`src/rtl/vga_pkg.sv`:
```
// Shared frame-buffer definitions and the reset/enable flop macros used by the write path.
`ifndef FB_FF_R
`define FB_FF_R(clk, rstn, q, d, rv) \
  always_ff @(posedge clk) begin \
    if (!(rstn)) q <= (rv); \
    else q <= (d); \
  end
`endif

`ifndef FB_FF_RE
`define FB_FF_RE(clk, rstn, en, q, d, rv) \
  always_ff @(posedge clk) begin \
    if (!(rstn)) q <= (rv); \
    else if (en) q <= (d); \
  end
`endif

package vga_pkg;

  // 80 words per row x 96 rows
  localparam int FB_WORDS_DEF = 7680;
  localparam int ADDR_W_DEF   = 13;

  typedef enum logic {
    CLEAR = 1'b0,
    SERVE = 1'b1
  } fb_state_e;

endpackage

```
`src/rtl/fb_wr_arb_rr_arb2.sv`:
```
// Two-way round-robin grant: a lone requester wins outright, a tie goes to the pointer.
module rr_arb2
  import vga_pkg::*;
(
  input  logic [1:0] valid,
  input  logic       pointer,
  output logic [1:0] grant
);

  // Grant mux; the pointer only matters when both requesters compete
  always_comb begin
    grant = 2'b00;
    case (valid)
      2'b01:   grant = 2'b01;
      2'b10:   grant = 2'b10;
      2'b11:   grant = pointer ? 2'b10 : 2'b01;
      default: grant = 2'b00;
    endcase
  end

endmodule

```
`src/rtl/fb_wr_arb.sv`:
```
// Frame-buffer write arbiter: fills the buffer with a pattern after reset or on request,
// otherwise round-robins two requesters onto a single registered RAM write port.
module fb_wr_arb
  import vga_pkg::*;
#(
  parameter int FB_WORDS = FB_WORDS_DEF,
  parameter int ADDR_W   = ADDR_W_DEF
)
(
  input  logic              CLK_25,
  input  logic              ResetN,
  input  logic              WrAllow,
  input  logic              ClrReq,
  input  logic [31:0]       ClrData,
  output logic              ClrBusy,
  output logic              ClrDone,
  input  logic [1:0]        ReqValid,
  input  logic [ADDR_W-1:0] ReqAddr0,
  input  logic [ADDR_W-1:0] ReqAddr1,
  input  logic [31:0]       ReqData0,
  input  logic [31:0]       ReqData1,
  output logic [1:0]        ReqReady,
  output logic              WrEn,
  output logic [ADDR_W-1:0] WrAddress,
  output logic [31:0]       WrData
);

  // One extra counter bit lets FB_WORDS reach 2^ADDR_W without the compare wrapping
  localparam logic [ADDR_W:0] LAST_ADDR = (ADDR_W+1)'(FB_WORDS - 1);

  fb_state_e         state_q, state_d;
  logic [ADDR_W:0]   clr_addr_q, clr_addr_d;
  logic [31:0]       pattern_q;
  logic              load_pattern;
  logic              ptr_q;
  logic [1:0]        grant;
  logic [1:0]        handshake;
  logic              serve_open;
  logic              wr_en_d;
  logic [ADDR_W-1:0] wr_addr_d;
  logic [31:0]       wr_data_d;
  logic              clr_done_d;

  rr_arb2 u_rr_arb2 (
    .valid   (ReqValid),
    .pointer (ptr_q),
    .grant   (grant)
  );

  // Requesters are only offered the port in SERVE, inside the write window, and never
  // in a cycle where a clear is being requested (the clear wins that cycle).
  assign serve_open = (state_q == SERVE) && WrAllow && !ClrReq;
  assign ReqReady   = serve_open ? grant : 2'b00;
  assign handshake  = ReqValid & ReqReady;
  assign ClrBusy    = (state_q == CLEAR);

  // Next-state, clear counter and the write that will be registered at the next edge
  always_comb begin
    state_d      = state_q;
    clr_addr_d   = clr_addr_q;
    load_pattern = 1'b0;
    wr_en_d      = 1'b0;
    wr_addr_d    = '0;
    wr_data_d    = '0;
    clr_done_d   = 1'b0;
    case (state_q)
      CLEAR: begin
        if (WrAllow) begin
          wr_en_d   = 1'b1;
          wr_addr_d = clr_addr_q[ADDR_W-1:0];
          wr_data_d = pattern_q;
          if (clr_addr_q == LAST_ADDR) begin
            state_d    = SERVE;
            clr_addr_d = '0;
            clr_done_d = 1'b1;
          end else begin
            clr_addr_d = clr_addr_q + (ADDR_W+1)'(1);
          end
        end
      end
      SERVE: begin
        if (ClrReq) begin
          state_d      = CLEAR;
          clr_addr_d   = '0;
          load_pattern = 1'b1;
        end else if (handshake[0]) begin
          wr_en_d   = 1'b1;
          wr_addr_d = ReqAddr0;
          wr_data_d = ReqData0;
        end else if (handshake[1]) begin
          wr_en_d   = 1'b1;
          wr_addr_d = ReqAddr1;
          wr_data_d = ReqData1;
        end
      end
      default: begin
        state_d = CLEAR;
      end
    endcase
  end

  // FSM state register; reset always restarts a blanking fill
  `FB_FF_R(CLK_25, ResetN, state_q, state_d, CLEAR)

  // Clear address counter
  `FB_FF_R(CLK_25, ResetN, clr_addr_q, clr_addr_d, '0)

  // Fill pattern, captured only when a clear is accepted
  `FB_FF_RE(CLK_25, ResetN, load_pattern, pattern_q, ClrData, 32'h0)

  // Round-robin pointer flips to the other requester after every completed handshake
  `FB_FF_RE(CLK_25, ResetN, |handshake, ptr_q, handshake[0], 1'b0)

  // Registered RAM write enable
  `FB_FF_R(CLK_25, ResetN, WrEn, wr_en_d, 1'b0)

  // Registered RAM write address (zero when idle)
  `FB_FF_R(CLK_25, ResetN, WrAddress, wr_addr_d, '0)

  // Registered RAM write data (zero when idle)
  `FB_FF_R(CLK_25, ResetN, WrData, wr_data_d, 32'h0)

  // End-of-clear pulse, coincident with the first SERVE cycle
  `FB_FF_R(CLK_25, ResetN, ClrDone, clr_done_d, 1'b0)

endmodule
```
`config.mk`:
```
export PLATFORM = sky130hd
export DESIGN_NAME = fb_wr_arb
export DESIGN_NICKNAME = d
export VERILOG_FILES = /design/src/rtl/vga_pkg.sv /design/src/rtl/fb_wr_arb_rr_arb2.sv /design/src/rtl/fb_wr_arb.sv
export SDC_FILE = /design/constraint.sdc
export NUM_CORES = 1
export LEC_CHECK = 0
export ABC_AREA = 1
export BUFFER_PORTS_ARGS = -buffer_cell sky130_fd_sc_hd__buf_2
export CORE_UTILIZATION = 44
export CTS_BUF_LIST = sky130_fd_sc_hd__clkbuf_4 sky130_fd_sc_hd__clkbuf_8
export DETAILED_ROUTE_END_ITERATION = 10
export PLACE_DENSITY = 0.78
export SLEW_MARGIN = 20
export SYNTH_ARGS = -nofsm -noshare
export SYNTH_HDL_FRONTEND = slang
export SYNTH_SLANG_ARGS = --single-unit
```
`constraint.sdc`:
```
create_clock -name CLK_25 -period 1.3 [get_ports CLK_25]
set_clock_uncertainty 0.05 [all_clocks]
set_input_delay 0.13 -clock CLK_25 [delete_from_list [all_inputs] [get_ports CLK_25]]
set_output_delay 0.13 -clock CLK_25 [all_outputs]
set_load 0.01 [all_outputs]
```
==> impl_metrics.env <==
export IMPL_post_route_worst_setup_slack_ns=-0.324
export IMPL_worst_hold_slack_ns=-0.00643
export IMPL_cell_accounting_for_the_most_synthesized_area="sky130_fd_sc_hd__dfxtp_1"
export IMPL_report_final_slew_viol_count=0
export IMPL_capturing_point_of_the_worst_reg2reg_path="WrData[10]$_SDFF_PN0_"
export IMPL_die_height_um=98.7
export IMPL_drc=0
export IMPL_floorplan_io_pins=178
export IMPL_leakage_power_of_the_design_uw=0.00347
export IMPL_wl_um=18000
export IMPL_final_nets=986
export IMPL_post_route_cells_drive_above_1_share=0.442
export IMPL_core_area_um2=8890
export IMPL_die_w_um=98.7
export IMPL_post_synth_instance_area_um2=4120
export IMPL_gpl_final_weighted_congestion=0.915
export IMPL_actual_slew_at_the_worst_max_slew_pin_ns=0.417
export IMPL_yosys_cell_count_top_type="sky130_fd_sc_hd__nand2_1"
export IMPL_drtPass1Iterations=5
export IMPL_min_from="ClrData[22]"
export IMPL_run_status="complete, but fails checks"
export IMPL_place_hpwl_um=8110
export IMPL_synth_yosys_warnings=0
export IMPL_crit_chain="inv_2 > nor2_4 > nand2_4 > inv_2 > nand2_4 > buf_6 > nor2_8 > buf_6 > clkbuf_16 > nand2_1 > nand3_1"
export IMPL_synth_top_cells_by_count="125 x sky130_fd_sc_hd__nand2_1, 95 x sky130_fd_sc_hd__dfxtp_1, 77 x sky130_fd_sc_hd__nor2_1"
export IMPL_drv_max_cap_violation_count=0
export IMPL_syn2layout_area_growth_pct=77.9
export IMPL_worst_r2r_startpoint="state_q$_SDFF_PN0_"
export IMPL_required_time_reported_for_the_critical_path_endpoint_ns=1.54
export IMPL_grt_use_total=0.318
export IMPL_port_buffers=177
export IMPL_count_of_flip_flops_with_a_built_in_enable_after_synthesis=0
export IMPL_design_die_area_um2=9750
export IMPL_worst_path_largest_cell_delay_ns=0.36
export IMPL_mean_number_of_vias_per_cell=5.50
export IMPL_worstPathArrival_ns=1.86
export IMPL_post_route_util=0.824
export IMPL_min_delay_worst_endpoint="pattern_q[22]$_SDFFE_PN0P_"
export IMPL_end_kind="flip-flop"
export IMPL_grt_start_max_net_pins=81
export IMPL_worstSkewPairLatency_ns=0.36
export IMPL_violations="negative hold slack, negative setup slack"
export IMPL_netlist_cell_type_count=27
export IMPL_ff2ff_path_depth=11
export IMPL_maximum_fanout_along_the_worst_path=6
export IMPL_initial_antenna_violation_count=2
export IMPL_worst_hold_path_type="in2reg"
export IMPL_timing_hold_worst_path_depth=3
export IMPL_post_place_ws_ns=-0.398
export IMPL_cpLargestDelayFamily="simple AND/OR/NAND/NOR gates"
export IMPL_rsz0062_at_grt="yes"
export IMPL_grt_pass1_wl_um=24500
export IMPL_average_detailed_routed_wire_length_per_instance_um=18.6
export IMPL_timing_final_setup_violations=67
export IMPL_crit_slowest_cell="sky130_fd_sc_hd__dfxtp_2"
export IMPL_synth_yosys_seq_area_share=0.462
export IMPL_total_power_uw=5690
export IMPL_fmaxAchievable_ghz=0.616
export IMPL_htree_levels=3
export IMPL_numClockSinks=95
export IMPL_vdd_ir_drop_max_v=0.000511
export IMPL_grt_overflow_total=0
export IMPL_synth_ff_type="sky130_fd_sc_hd__dfxtp_1"
export IMPL_startpoint_type="flip-flop"
export IMPL_via_count=5348
export IMPL_critPathBufInv=5
export IMPL_tritoncts="yes"
export IMPL_timing_max_slew_rel_slack=0.722
export IMPL_layout_worst_path_cycle_share=1.25
export IMPL_worst_setup_hold_path_clk_slew_ns=0.10
export IMPL_clk_path_buf_depth=2
export IMPL_post_synth_inst_count=528
export IMPL_power_density_nw_per_um2=777
export IMPL_worst_path_stages=11
export IMPL_initial_core_util=0.463
export IMPL_synth_async_reset_ratio=0
export IMPL_synth_net_count=657
export IMPL_post_route_min_period_ns=1.62
export IMPL_r2r_setup_slack_ns=-0.32
export IMPL_hold_violations=1
export IMPL_first_global_vias=5188
export IMPL_synth_top_area_frac=0.462
export IMPL_site_row_count=34
export IMPL_cts_root_buf="sky130_fd_sc_hd__clkbuf_8"
export IMPL_timing_setup_critical_path_class="reg2reg"
export IMPL_flip_flop_and_latch_count_after_synthesis=95
export IMPL_synthTopCellsByArea="sky130_fd_sc_hd__dfxtp_1 46%, sky130_fd_sc_hd__nand2_1 11%, sky130_fd_sc_hd__nand3_2 9.0%"
export IMPL_cts_buffers_inserted=9
export IMPL_detail_route_antenna_nets=0
export IMPL_detail_route_iter0_violations=324
export IMPL_avgSynthCellArea_um2=7.80
## sequential cells by signal (all words and copies together), names as in the netlist
name        flops
ClrDone         1
WrAddress      13
WrData         32
WrEn            1
clr_addr_q     14
pattern_q      32
ptr_q           1
state_q         1
## metal layers
layer	global-route usage	wire, um	vias up
met3	0.0582	1730	118
li1	-	-	2383
met1	0.361	6430	2445
met4	0.178	1050	0
met5	0	0	-
met2	0.563	8830	402
## tightest hold or removal path, cell delays in order
cell,delay [ns]
sky130_fd_sc_hd__buf_2,0.08
sky130_fd_sc_hd__o21ai_0,0.08
sky130_fd_sc_hd__nor2_1,0.08
## repair_timing
item,4_1_cts,5_1_grt
endpoints found under the setup margin,62,97
resized for setup,34,84
pin swaps,10,16
endpoints found under the hold margin,72,0
setup buffers,9,3
hold buffers,115,0
cloned,4,2
## worst max path at each step
stage                               start                          to  slack (ns)
3_3_place_gp   clr_addr_q[1]$_SDFFE_PN0P_  clr_addr_q[4]$_SDFFE_PN0P_       -0.36
6_report               state_q$_SDFF_PN0_       WrData[10]$_SDFF_PN0_       -0.32
2_1_floorplan  clr_addr_q[1]$_SDFFE_PN0P_  clr_addr_q[0]$_SDFFE_PN0P_       -0.03
5_1_grt                state_q$_SDFF_PN0_       WrData[10]$_SDFF_PN0_       -0.37
4_1_cts                state_q$_SDFF_PN0_                 ReqReady[1]       -0.21
3_5_place_dp   clr_addr_q[1]$_SDFFE_PN0P_  clr_addr_q[4]$_SDFFE_PN0P_       -0.40
## area by class of cell
class                      count  area [um^2]
multi-input combinational    380         2290
clock inverter                 6         68.8
tap                          108          135
fill                         465         1570
inverter                      24         92.6
timing repair buffer         347         2700
clock buffer                  10          131
sequential                    95         1910
antenna                        2         5.00
## power by group
group,switching [uW],internal (uW)
clock network,1090,927
registers,6.31,2920
logic,322,429
total,1420,4270
## cells by family after synthesis
family                   synth area share
AO/OA/AOI/OAI                      0.0848
adder cells (fa/ha/maj)           0.00304
flip-flops                          0.462
buffers and inverters              0.0723
AND/OR/NAND/NOR                     0.372
XOR/XNOR                          0.00638
## stage by stage
| step | hold slack, ns | instance area (um^2) | instances | TNS, ns |
|---|---|---|---|---|
| 3_5_place_dp | 0.282 | 5350 | 822 | -5.98 |
| 4_1_cts | 0.00138 | 6990 | 966 | -6.63 |
| 6_report | -0.00643 | 7330 | 972 | -11.04 |
| 5_1_grt | 0.00679 | 7330 | 972 | -14.92 |
| 3_3_place_gp | 0.279 | 5350 | 822 | -3.73 |
| 2_1_floorplan | 0.193 | 4160 | 528 | -0.229 |
## layout by cell type, fill, tap and decap left out, types with 13 or more instances in the layout
master	n
sky130_fd_sc_hd__buf_4	32
sky130_fd_sc_hd__buf_2	175
sky130_fd_sc_hd__o21ai_0	31
sky130_fd_sc_hd__dlygate4sd3_1	115
sky130_fd_sc_hd__nand2_1	91
sky130_fd_sc_hd__nand2_2	21
sky130_fd_sc_hd__nor2_1	74
sky130_fd_sc_hd__inv_1	13
sky130_fd_sc_hd__nand3_2	61
sky130_fd_sc_hd__dfxtp_1	91
sky130_fd_sc_hd__nand2_4	15
sky130_fd_sc_hd__nand3_1	33
Note: power is estimated with default switching activity, not from simulation.
